File: src/rtl/mem_wb_stage_param.sv
// MEM stage with data memory, byte/word access, configurable load latency
// and the MEM/WB pipeline register.
module mem_wb_stage_param #(
    parameter int DATA_W   = 8,
    parameter int ADDR_W   = 8,
    parameter int REG_W    = 3,
    parameter int READ_LAT = 1
) (
    input  logic              clk,
    input  logic              reset,
    input  logic              valid_MEM,
    input  logic              MemRead_MEM,
    input  logic              MemWrite_MEM,
    input  logic              ByteOp_MEM,
    input  logic              Unsigned_MEM,
    input  logic              ResultSrc_MEM,
    input  logic              RegWrite_MEM,
    input  logic [REG_W-1:0]  rd_MEM,
    input  logic [DATA_W-1:0] alu_result_MEM,
    input  logic [DATA_W-1:0] write_data_MEM,
    output logic              stall_MEM,
    output logic [DATA_W-1:0] mem_data_WB,
    output logic [DATA_W-1:0] alu_result_WB,
    output logic              ResultSrc_WB,
    output logic              RegWrite_WB,
    output logic              valid_WB,
    output logic [REG_W-1:0]  rd_WB
);
    typedef enum logic {IDLE, WAIT} state_t;

    localparam int              DEPTH     = 1 << ADDR_W;
    localparam logic [1:0]      CNT_INIT  = (READ_LAT > 1) ? 2'(READ_LAT - 2) : 2'd0;
    localparam logic [DATA_W-1:0] BYTE_MASK = DATA_W'(8'hFF);

    logic [DATA_W-1:0] mem [DEPTH];
    logic [ADDR_W-1:0] addr;
    logic              is_store, is_load;
    logic [DATA_W-1:0] rdata, wdata, load_data;
    state_t            state, state_nxt;
    logic [1:0]        cnt, cnt_nxt;

    assign addr     = alu_result_MEM[ADDR_W-1:0];
    assign is_store = valid_MEM & MemWrite_MEM;
    // A simultaneous read+write request is handled as a plain store.
    assign is_load  = valid_MEM & MemRead_MEM & ~MemWrite_MEM;
    assign rdata    = mem[addr];

    // Byte store merges the low byte into the existing word.
    assign wdata = ByteOp_MEM ? ((rdata & ~BYTE_MASK) | (write_data_MEM & BYTE_MASK))
                              : write_data_MEM;

    always_comb begin
        load_data = rdata;
        if (ByteOp_MEM)
            load_data = Unsigned_MEM ? DATA_W'(rdata[7:0]) : DATA_W'($signed(rdata[7:0]));
    end

    always_ff @(posedge clk) begin
        if (is_store)
            mem[addr] <= wdata;
    end

    always_ff @(posedge clk) begin
        if (reset) begin
            state <= IDLE;
            cnt   <= 2'd0;
        end else begin
            state <= state_nxt;
            cnt   <= cnt_nxt;
        end
    end

    always_comb begin
        state_nxt = state;
        cnt_nxt   = cnt;
        stall_MEM = 1'b0;
        case (state)
            IDLE: begin
                if (is_load && READ_LAT > 1) begin
                    state_nxt = WAIT;
                    cnt_nxt   = CNT_INIT;
                    stall_MEM = 1'b1;
                end
            end
            WAIT: begin
                // Last WAIT cycle releases the stall and lets WB capture the load.
                if (cnt == 2'd0) begin
                    state_nxt = IDLE;
                end else begin
                    cnt_nxt   = cnt - 2'd1;
                    stall_MEM = 1'b1;
                end
            end
            default: state_nxt = IDLE;
        endcase
    end

    always_ff @(posedge clk) begin
        if (reset) begin
            mem_data_WB   <= '0;
            alu_result_WB <= '0;
            ResultSrc_WB  <= 1'b0;
            RegWrite_WB   <= 1'b0;
            valid_WB      <= 1'b0;
            rd_WB         <= '0;
        end else if (stall_MEM) begin
            valid_WB    <= 1'b0;
            RegWrite_WB <= 1'b0;
        end else begin
            valid_WB      <= valid_MEM;
            RegWrite_WB   <= valid_MEM & RegWrite_MEM;
            ResultSrc_WB  <= ResultSrc_MEM;
            rd_WB         <= rd_MEM;
            alu_result_WB <= alu_result_MEM;
            if (is_load)
                mem_data_WB <= load_data;
        end
    end
endmodule

File: config.mk
export PLATFORM = sky130hd
export DESIGN_NAME = mem_wb_stage_param
export DESIGN_NICKNAME = d
export VERILOG_FILES = /design/src/rtl/mem_wb_stage_param.sv
export SDC_FILE = /design/constraint.sdc
export NUM_CORES = 2
export LEC_CHECK = 0
export CAP_MARGIN = 15
export CORE_MARGIN = 1.5
export CORE_UTILIZATION = 50
export DETAILED_ROUTE_END_ITERATION = 6
export GPL_TIMING_DRIVEN = 0
export PLACE_DENSITY = 0.72
export SYNTH_ARGS = -nofsm -noshare
export SYNTH_HDL_FRONTEND = slang
export SYNTH_SLANG_ARGS = --single-unit
File: constraint.sdc
create_clock -name clk -period 9.6 [get_ports clk]
set_input_delay 1.44 -clock clk [delete_from_list [all_inputs] [get_ports clk]]
set_output_delay 1.44 -clock clk [all_outputs]
set_load 0.1 [all_outputs]
After elaboration in Yosys (flattened, before gate mapping):

Memories as Yosys holds them, arrays and structs flattened. A register that Yosys moved wholly into a read port is not among the register bits.
Index checks and enable logic that the tools add are counted.
W data, S select, Z words.

* register bits after elaboration: 17
* memory bits (writable): 2048
* input port bits: 28
* output and inout bits: 23
* logic and storage cells: 24
* memories: 1

Memories
* mem: words 256, bits a word 8, rd ports 1, clocked after memory_dff 1, wr ports 1, line 35 `logic [DATA_W-1:0] mem [DEPTH];`

* $add $sub $neg: 1
* multiplexer cells: 4
* bitwise operators: 7
* reductions and logical operators: 4

Operators with widths (number)
* $and A1 B1 Y1: 4
* $mux W1: 4
* $reduce_and A2 Y1: 2
* $not A1 Y1: 3
* $logic_not A2 Y1: 1
* $reduce_or A2 Y1: 1
* $sub A2 B1 Y2 const B: 1

Longest topological paths before layout:

* word-level depth: 5
* mapped depth: 12
* mapped depth without buffers: 9

Least setup slack after synthesis:

Ideal clock, no wire load.

* path kind: input port to flip-flop
* from: input alu_result_MEM[5]
* to: memory mem[162][0], enable pin
* library setup time: 383 ps
* data arrival time: 3624 ps
* data required time: 9217 ps
* setup slack: 5593 ps
* stages on the path: 8
* path buffers: 6
* cells stage by stage: clkbuf_1 -> buf_2 -> clkbuf_1 -> buf_2 -> buf_2 -> nand3_1 -> clkbuf_1 -> nor3_1

RTL lines
* start: declaration: line 19 `input logic [DATA_W-1:0] alu_result_MEM,`
* end: declaration: line 35

No word-level cell before the write port.

Worst setup path after layout:

* from: input alu_result_MEM[3]
* to: memory mem[233][3], enable pin

No word-level cell before the write port.

==> out/metrics.cfg <==
[clock_tree]
clk_latency_ns = 0.90
cts_hold_buf = 0
clkTransAtPathRegs_ns = 0.06
numCtsBuffers = 200
ctsResizeCount = 0
clock_path_buffers = 3
h-tree-depth = 4
clock-root-buffer = clkbuf_16
postCtsSetupBuffers = 0
cts.sinks = 2073
cts_tree = yes

[grt]
grt_pass1_vias = 43400
grt-ovfl-total = 0
grt_usage = 0.354
grt_pass1_wl_um = 379000
grt_max_degree = 153
antenna_found_initial = 32

[synth]
synth_cells = 3851
synth_top_family_by_area = multiplexers
avgSynthCellArea_um2 = 20.9
synth_xor_area_frac = 0
synth-seq-cells = 2073
async_flop_share = 0
synth_simple_gate_area_share = 0.0343
ys_seq_area_frac = 0.770
synth.distinct_cells = 59
synth_top_flop_cell = edfxtp_1
yosys.area.top_type = edfxtp_1
synthAdderAreaFrac = 0.000155
syn_nets = 3880
synth_edf_count = 2048
syn-cell-area_um2 = 80500
yosysWarnings = 0
synth_compound_area_frac = 0.0202
synth_top_area_share = 0.764
synth.area.mux_share = 0.160
synth.area.top_cells = edfxtp_1, mux4_2, mux2i_1, nor2_1, nand2_1

[layout]
syn2layout_area_growth_pct = 13.1
final_common_cell = edfxtp_1
multi_input_area_um2 = 17400
postLayoutCoreUtil = 0.569
layout_common_cells = edfxtp_1, mux4_2, nor2_1
layout-drive-gt1-share = 0.240
fin_cells = 6515
fillerInstances = 11500
seq_area_um2 = 62000
num-nets-final = 4195

[outcome]
violations = design-rule violations
status = finished with violations

[worst_setup_path]
setup.worst_path.end_class = flip-flop
path_class = primary input to flip-flop
crit_slowest_cell = nor2_1
worstPathArrival_ns = 7.87
cp.required_ns = 10.10
crit_top_cell = buf_2
crit_path_cell_trace = clkdlybuf4s50_1 -> buf_2 -> buf_2 -> buf_2 -> buf_2 -> clkbuf_1 -> buf_8 -> nand3_1 -> clkbuf_2 -> nor2_1
cpPeakStageDelay_ns = 1.03
crit_fanout = 11
start_kind = primary input

[die]
rows = 147
initial_core_util = 0.503
die_w_um = 404
fp.dieH_um = 404
core_area_um2 = 160000
die_area_um2 = 163000
pin_count = 51

[sta]
slew_viol_final = 0
worst_pin_slew_ns = 1.48
setup_violations = 0
maxSlewHeadroom = 0.0146
final.min_clock_period_ns = 7.37
hold_viol = 0
max_freq_mhz = 136
grt_setup_unrepaired = false
period_share = 0.767
clock_skew_ns = 0.0523

[drt]
met1_length_um = 91800
vias = 46800
routed.top_layer = met5
remaining_drc_errors = 22
wl_met3_um = 53200
routed_wl_um = 289000
drt_iter0_drc = 9913
dr.pass1.iters = 7
wl_met2_um = 120000
routedWlPerCell_um = 44.4
viasPerCell = 7.18
ant_nets = 0

[place]
place.gp.congestion = 1.10
hpwlAfterDp_um = 185000
portBuffers = 44
placed_cells = 6119

[flow_run]
drv_cap = 0

[power]
vdd.ir_drop.worst_mv = 0.201
p_per_area_nw_per_um2 = 208
power_leakage_nw = 28.5

[worst_hold_path]
hp-class = flip-flop to flip-flop

[layout make-up]
cell class                 instances  area share
antenna                           20    0.000549
buffer                           243      0.0137
clock buffer                     251      0.0573
clock inverter                   120      0.0118
inverter                           7    0.000288
multi-input combinational       1528       0.191
sequential                      2073       0.680
tap                             2160      0.0297
timing repair buffer             113      0.0154
[worst max-delay path: cells and delay by family]
kind                   cells  cell delay, ns
AND/OR/NAND/NOR            2            1.38
buffers and inverters      8            4.97
[report_power, final]
part           total [mW]  switching, mW  leakage, nW  internal [mW]
registers            9.97         0.0112         18.6           9.96
logic                1.29          0.950         6.80          0.340
clock network        7.71           3.51         3.07           4.20
total                19.0           4.47         28.5           14.5
[Yosys cell counts, types with 30 or more instances]
cell,n
a22oi_1,33
a32oi_1,30
buf_2,86
buf_4,44
clkbuf_1,89
edfxtp_1,2048
mux2i_1,142
mux4_2,508
nand2_1,212
nand3_1,54
nor2_1,260
nor3_1,60
[path summary, 6_finish.rpt]
kind	startpoint	endpoint	slack [ns]	cells after the start
max	alu_result_MEM[3]	mem[233][3]	2.23	10
min	rd_WB[2]	rd_WB[2]	0.45	2
min reg2reg	rd_WB[2]	rd_WB[2]	0.45	2
max reg2reg	cnt[0]	mem_data_WB[5]	5.20	9
[metrics by stage]
stage	setup slack, ns	area [um2]	total power, mW	TNS, ns	hold slack (ns)
after floorplan	5.59	80500	10.7	0	0.432
after global placement	-0.214	83700	11.4	-67.41	0.444
after detailed placement	2.00	84700	11.4	0	0.444
after CTS	2.89	91000	18.8	0	0.453
after global routing	2.70	91100	19.2	0	0.469
final	2.23	91100	19.0	0	0.450
[per-layer routing]
| layer | up-vias | track usage |
|---|---|---|
| li1 | 16600 | - |
| met1 | 23900 | 0.436 |
| met2 | 5029 | 0.488 |
| met3 | 1198 | 0.184 |
| met4 | 34 | 0.230 |
| met5 | - | 0.00624 |
[flip-flops by register name (all words and copies together) (netlist names), 2 cells and up]
signal	flops
mem	2048
rd_WB	3
mem_data_WB	8
cnt	2
alu_result_WB	8
[cells by family (layout without fill, tap and decap cells)]
logic type	Yosys count	count (layout)
buffers and inverters	250	734
DFF	2073	2073
adders and majority gates	1	1
AOI/OAI and AO/OA	225	225
other	0	20
muxes	653	653
and+or+nand+nor	649	649
No activity file was read; power rests on OpenSTA's default activity.
